<file path="src/rtl/diag_pkg.sv">
// ==========================================================================
// diag_pkg : shared types and defaults for the diagonal counter and its monitor
// Revision : 1.0
// ==========================================================================
`default_nettype none

package diag_pkg;

  typedef enum logic [1:0] {
    IDLE    = 2'd0,
    WATCH   = 2'd1,
    SUSPECT = 2'd2,
    FAILED  = 2'd3
  } mon_state_e;

  localparam int DEF_CW  = 8;
  localparam int DEF_VW  = 4;
  localparam int DEF_TOL = 2;
  localparam int W       = 4;

endpackage

`default_nettype wire

</file>
<file path="src/rtl/sat_counter.sv">
// ==========================================================================
// sat_counter : N-bit up counter that sticks at all-ones and can be frozen
// Revision    : 1.0
// ==========================================================================
`default_nettype none

module sat_counter #(
  parameter int N = 8
) (
  input  logic         clk,
  input  logic         reset,
  input  logic         inc,
  input  logic         hold,
  output logic [N-1:0] q
);

  localparam logic [N-1:0] C_ONE = {{(N-1){1'b0}}, 1'b1};

  logic [N-1:0] q_q;
  logic [N-1:0] q_d;

  always_comb begin
    q_d = q_q;
    if (inc && !hold && (q_q != {N{1'b1}})) begin
      q_d = q_q + C_ONE;
    end
  end

  always_ff @(posedge clk) begin
    if (reset) begin
      q_q <= '0;
    end else begin
      q_q <= q_d;
    end
  end

  assign q = q_q;

endmodule

`default_nettype wire

</file>
<file path="src/rtl/prop_monitor.sv">
// ==========================================================================
// prop_monitor : samples the diagonal counter's invariant and latches a sticky
//                pass/fail verdict after TOL consecutive low samples
// Revision     : 1.0
// ==========================================================================
`default_nettype none

module prop_monitor
  import diag_pkg::*;
#(
  parameter int CW  = DEF_CW,
  parameter int VW  = DEF_VW,
  parameter int TOL = DEF_TOL
) (
  input  logic          clk,
  input  logic          reset,
  input  logic          en,
  input  logic          prop,
  output logic [1:0]    state,
  output logic          fail,
  output logic [CW-1:0] fail_cycle,
  output logic [CW-1:0] cycle_cnt,
  output logic [VW-1:0] viol_count,
  output logic [3:0]    low_run
);

  generate
    if (TOL < 1 || TOL > 15) begin : g_tol_check
      $error("prop_monitor: TOL must be in 1..15");
    end
  endgenerate

  localparam logic [3:0] C_TOL = 4'(TOL);

  mon_state_e    state_q, state_d;
  logic          fail_q, fail_d;
  logic [CW-1:0] fail_cycle_q, fail_cycle_d;
  logic [3:0]    low_run_q, low_run_d;
  logic [3:0]    w_run_nxt;
  logic          w_sampled;
  logic          w_frozen;
  logic [CW-1:0] w_cycle_cnt;
  logic [VW-1:0] w_viol_count;

  assign w_frozen  = (state_q == FAILED);
  assign w_sampled = en && !w_frozen;
  assign w_run_nxt = low_run_q + 4'd1;

  sat_counter #(.N(CW)) u_cycle_cnt (
    .clk   (clk),
    .reset (reset),
    .inc   (en),
    .hold  (w_frozen),
    .q     (w_cycle_cnt)
  );

  sat_counter #(.N(VW)) u_viol_cnt (
    .clk   (clk),
    .reset (reset),
    .inc   (en && !prop),
    .hold  (w_frozen),
    .q     (w_viol_count)
  );

  always_ff @(posedge clk) begin
    if (reset) begin
      state_q      <= IDLE;
      fail_q       <= 1'b0;
      fail_cycle_q <= '0;
      low_run_q    <= '0;
    end else begin
      state_q      <= state_d;
      fail_q       <= fail_d;
      fail_cycle_q <= fail_cycle_d;
      low_run_q    <= low_run_d;
    end
  end

  // The low run survives enable gaps: it only clears on a sampled high.
  always_comb begin
    state_d      = state_q;
    fail_d       = fail_q;
    fail_cycle_d = fail_cycle_q;
    low_run_d    = low_run_q;
    if (w_sampled) begin
      if (prop) begin
        state_d   = WATCH;
        low_run_d = 4'd0;
      end else begin
        low_run_d = w_run_nxt;
        if (w_run_nxt >= C_TOL) begin
          state_d      = FAILED;
          fail_d       = 1'b1;
          fail_cycle_d = w_cycle_cnt;
        end else begin
          state_d = SUSPECT;
        end
      end
    end
  end

  always_comb begin
    state      = state_q;
    fail       = fail_q;
    fail_cycle = fail_cycle_q;
    cycle_cnt  = w_cycle_cnt;
    viol_count = w_viol_count;
    low_run    = low_run_q;
  end

endmodule

`default_nettype wire

</file>
<file path="config.mk">
export PLATFORM = sky130hd
export DESIGN_NAME = prop_monitor
export DESIGN_NICKNAME = d
export VERILOG_FILES = /design/src/rtl/diag_pkg.sv /design/src/rtl/sat_counter.sv /design/src/rtl/prop_monitor.sv
export SDC_FILE = /design/constraint.sdc
export NUM_CORES = 1
export LEC_CHECK = 0
export ABC_AREA = 1
export BUFFER_PORTS_ARGS = -buffer_cell sky130_fd_sc_hd__buf_2
export CAP_MARGIN = 20
export CORE_UTILIZATION = 25
export CTS_CLUSTER_DIAMETER = 200
export CTS_CLUSTER_SIZE = 30
export DETAILED_ROUTE_END_ITERATION = 10
export SKIP_LAST_GASP = 1
export SLEW_MARGIN = 5
export SYNTH_ARGS = -nofsm -noshare
export SYNTH_HDL_FRONTEND = slang
export SYNTH_SLANG_ARGS = --single-unit
export TNS_END_PERCENT = 20
</file>
<file path="constraint.sdc">
create_clock -name clk -period 1.5 [get_ports clk]
set_clock_uncertainty 0.05 [all_clocks]
set_input_delay 0.3 -clock clk [delete_from_list [all_inputs] [get_ports clk]]
set_output_delay 0.3 -clock clk [all_outputs]
set_load 0.02 [all_outputs]
</file>
==> metrics.cfg <==
[yosys]
synthCells = 181
postSynthAreaPerCell_sq_um = 7.43
async_flop_share_pct = 0
yosysTopAreaCell = dfxtp_1
synth_top_area_share_pct = 40.2
synth.cell_area_sq_um = 1350
ys_warn_count = 0
yosysMostFrequentCell = nand2_1
synth-seq-cells = 27
synth_seq_area_share_pct = 40.2
synth_edf_count = 0
ys.flop_type = dfxtp_1
post_synth_num_cell_types = 26
synth_area_leaders = dfxtp_1 (40%), nand2_1 (9.8%), nor2_1 (7.8%)
synth_nets = 189
synth_commonest_cells = nand2_1 (35), nor2_1 (28), dfxtp_1 (27)

[hold_path]
hold_depth = 4
hold_path.class = input pin to flip-flop
holdPathEnd = u_viol_cnt.q[0]
min_from = reset

[grt]
grt_max_degree = 21
grt_overflow_total = 0
busiest_layer = met2
use_met3_pct = 2.38
antenna_found_initial = 0
grt_use_met1_pct = 13.9
grt_pass1_vias = 1074
grtUsageMet2_pct = 18.9
grt_pass1_wl_mm = 4.86
grt_usage_pct = 11.3

[critical_path]
r2r_slack_ps = 60
crit_type = flip-flop to flip-flop
critPathArrivalTime_ps = 1570
r2r-start = low_run[1]
critPathCaptureType = flip-flop
crit_fanout = 5
timing.rr.end = fail_cycle[5]
required_ps = 1630
ff2ff_path_depth = 8
start_kind = flip-flop

[route]
drt-wirelength-per-cell_um = 10.7
wirelength_mm = 3.15
vias = 1252
drtAntennaViolNets = 0
drc_errors = 0
drtPass1Iterations = 4
via_per_inst = 4.24
drtIter0Drc = 36

[floorplan]
die-area_sq_um = 5680
initial_core_util_pct = 26.2
num_io_pins = 31
die_h_um = 75.4
rows = 26
core_sq_um = 5140
die_width_um = 75.4

[sta]
fmaxAchievable_mhz = 693
setup_ws_ps = 56.1
fin_crit_sh_pct = 96.3
rsz0062_at_grt = true
drv_slew = 0
maxSlewHeadroom_pct = 82.3
min_period_ps = 1440
setup_violations = 0
tightestPinTransition_ps = 265
hold_viol_final = 0

[layout]
final_util_pct = 34.4
instances_no_fill = 295
area_growth_pct = 31.5
drive_gt1_share_pct = 33.3
final_nets = 234
antenna_cells = 0
finish.instance_area_sq_um = 1770

[pwr]
power_density_nw_per_um2 = 852
p_leak_nw = 0.779
peakVddDrop_uv = 406

[placement]
dp_slack_ps = 38.3
dp_hpwl_mm = 2.23
dp_cells = 284
portBuffers = 30
dpl_cell_area_sq_um = 1610
routabilityCongestion = 0.837

[clocking]
cts_tree = yes
root_buffer = clkbuf_8
clock_latency_ps = 270
cts_buffers = 3
clockBufferDepth = 2
cts.htree.levels = 1
hold_buffers = 0
clk_pin_slew_ps = 90
cts.sinks = 27

[outcome]
status = complete, no violations

[job]
drv_cap = 0

-- cells by family after synthesis --
| kind of cell | Yosys count | synth area share (%) |
|---|---|---|
| and+or+nand+nor | 94 | 32.0 |
| AOI/OAI and AO/OA | 28 | 13.5 |
| DFF | 27 | 40.2 |
| buffers and inverters | 26 | 9.30 |
| adders and majority gates | 4 | 3.72 |
| xor gates and xnor gates | 2 | 1.30 |
-- worst max-delay path, stage by stage (launching register included) --
cell     delay [ps]
dfxtp_4         380
inv_2            60
ha_4            260
nand2_1          80
nor2_4          130
buf_6           130
nand2_4          70
a21oi_2         130
nor2_1           50
-- layout by cell type, fill, tap and decap left out --
master and count:
nand2_1 35, buf_2 30, nor2_1 27, dfxtp_1 25, inv_1 19, nand3_1 17
a21oi_1 11, a21oi_2 9, buf_4 9, nand2_2 5, o21ai_0 4, nor2_2 3
clkbuf_8 3, nand2_4 3, inv_2 2, nor3_1 2, nand4_1 2, xor2_1 2
ha_4 2, ha_1 2, dfxtp_4 2, buf_6 2, nand3b_4 1, o22ai_1 1
a211oi_1 1, nor2_4 1, nand2_8 1, o21ai_1 1, o21ai_2 1, clkbuf_1 1
buf_12 1
-- metrics by stage --
stage / power, W / TNS, ps / hold WS, ps
6_report: 0.00151 / 0 / 309
5_1_grt: 0.00160 / -13.7 / 324
4_1_cts: 0.00148 / 0 / 302
3_5_place_dp: 0.00106 / 0 / 406
3_3_place_gp: 0.00105 / 0 / 402
2_1_floorplan: 0.000987 / 0 / 446
-- where the power goes --
group          switching, W  internal (W)  total, W
Sequential        0.0000269      0.000746  0.000773
Combinational      0.000190      0.000133  0.000322
Clock              0.000222      0.000190  0.000412
Total              0.000439       0.00107   0.00151
-- routing by layer --
metal	up-vias	share of wire (%)
li1	677	-
met1	547	46
met2	24	48
met3	4	4.8
met4	0	1.2
met5	-	0
-- cell type report --
class / count / area (sq um)
clock buffers: 4 / 45.0
fillers: 599 / 3370
inverters: 21 / 78.8
multi-input cells: 131 / 749
flip-flops and latches: 27 / 548
well taps: 70 / 87.6
repair buffers: 42 / 260
-- timing repair --
item / CTS / global route
setup endpoints to repair: 0 / 12
setup buffers: 0 / 4
gates resized for setup: 0 / 10
-- registers in the layout, indices dropped and copies added, names as in the netlist --
| signal | flops |
|---|---|
| low_run | 4 |
| u_cycle_cnt.q | 8 |
| u_viol_cnt.q | 4 |
| fail_cycle | 8 |
| fail | 1 |
| state | 2 |
-- worst max-delay path by stage --
stage | depth (start not counted) | from | slack [ps] | to
after floorplan | 8 | low_run[1] | 20 | fail
after global placement | 7 | low_run[1] | 100 | fail
after detailed placement | 8 | low_run[1] | 40 | fail_cycle[4]
after CTS | 8 | low_run[1] | 20 | fail_cycle[0]
after global routing | 9 | low_run[1] | -10 | fail_cycle[7]
final | 8 | low_run[1] | 60 | fail_cycle[5]
(Power assumes the default switching activity.)
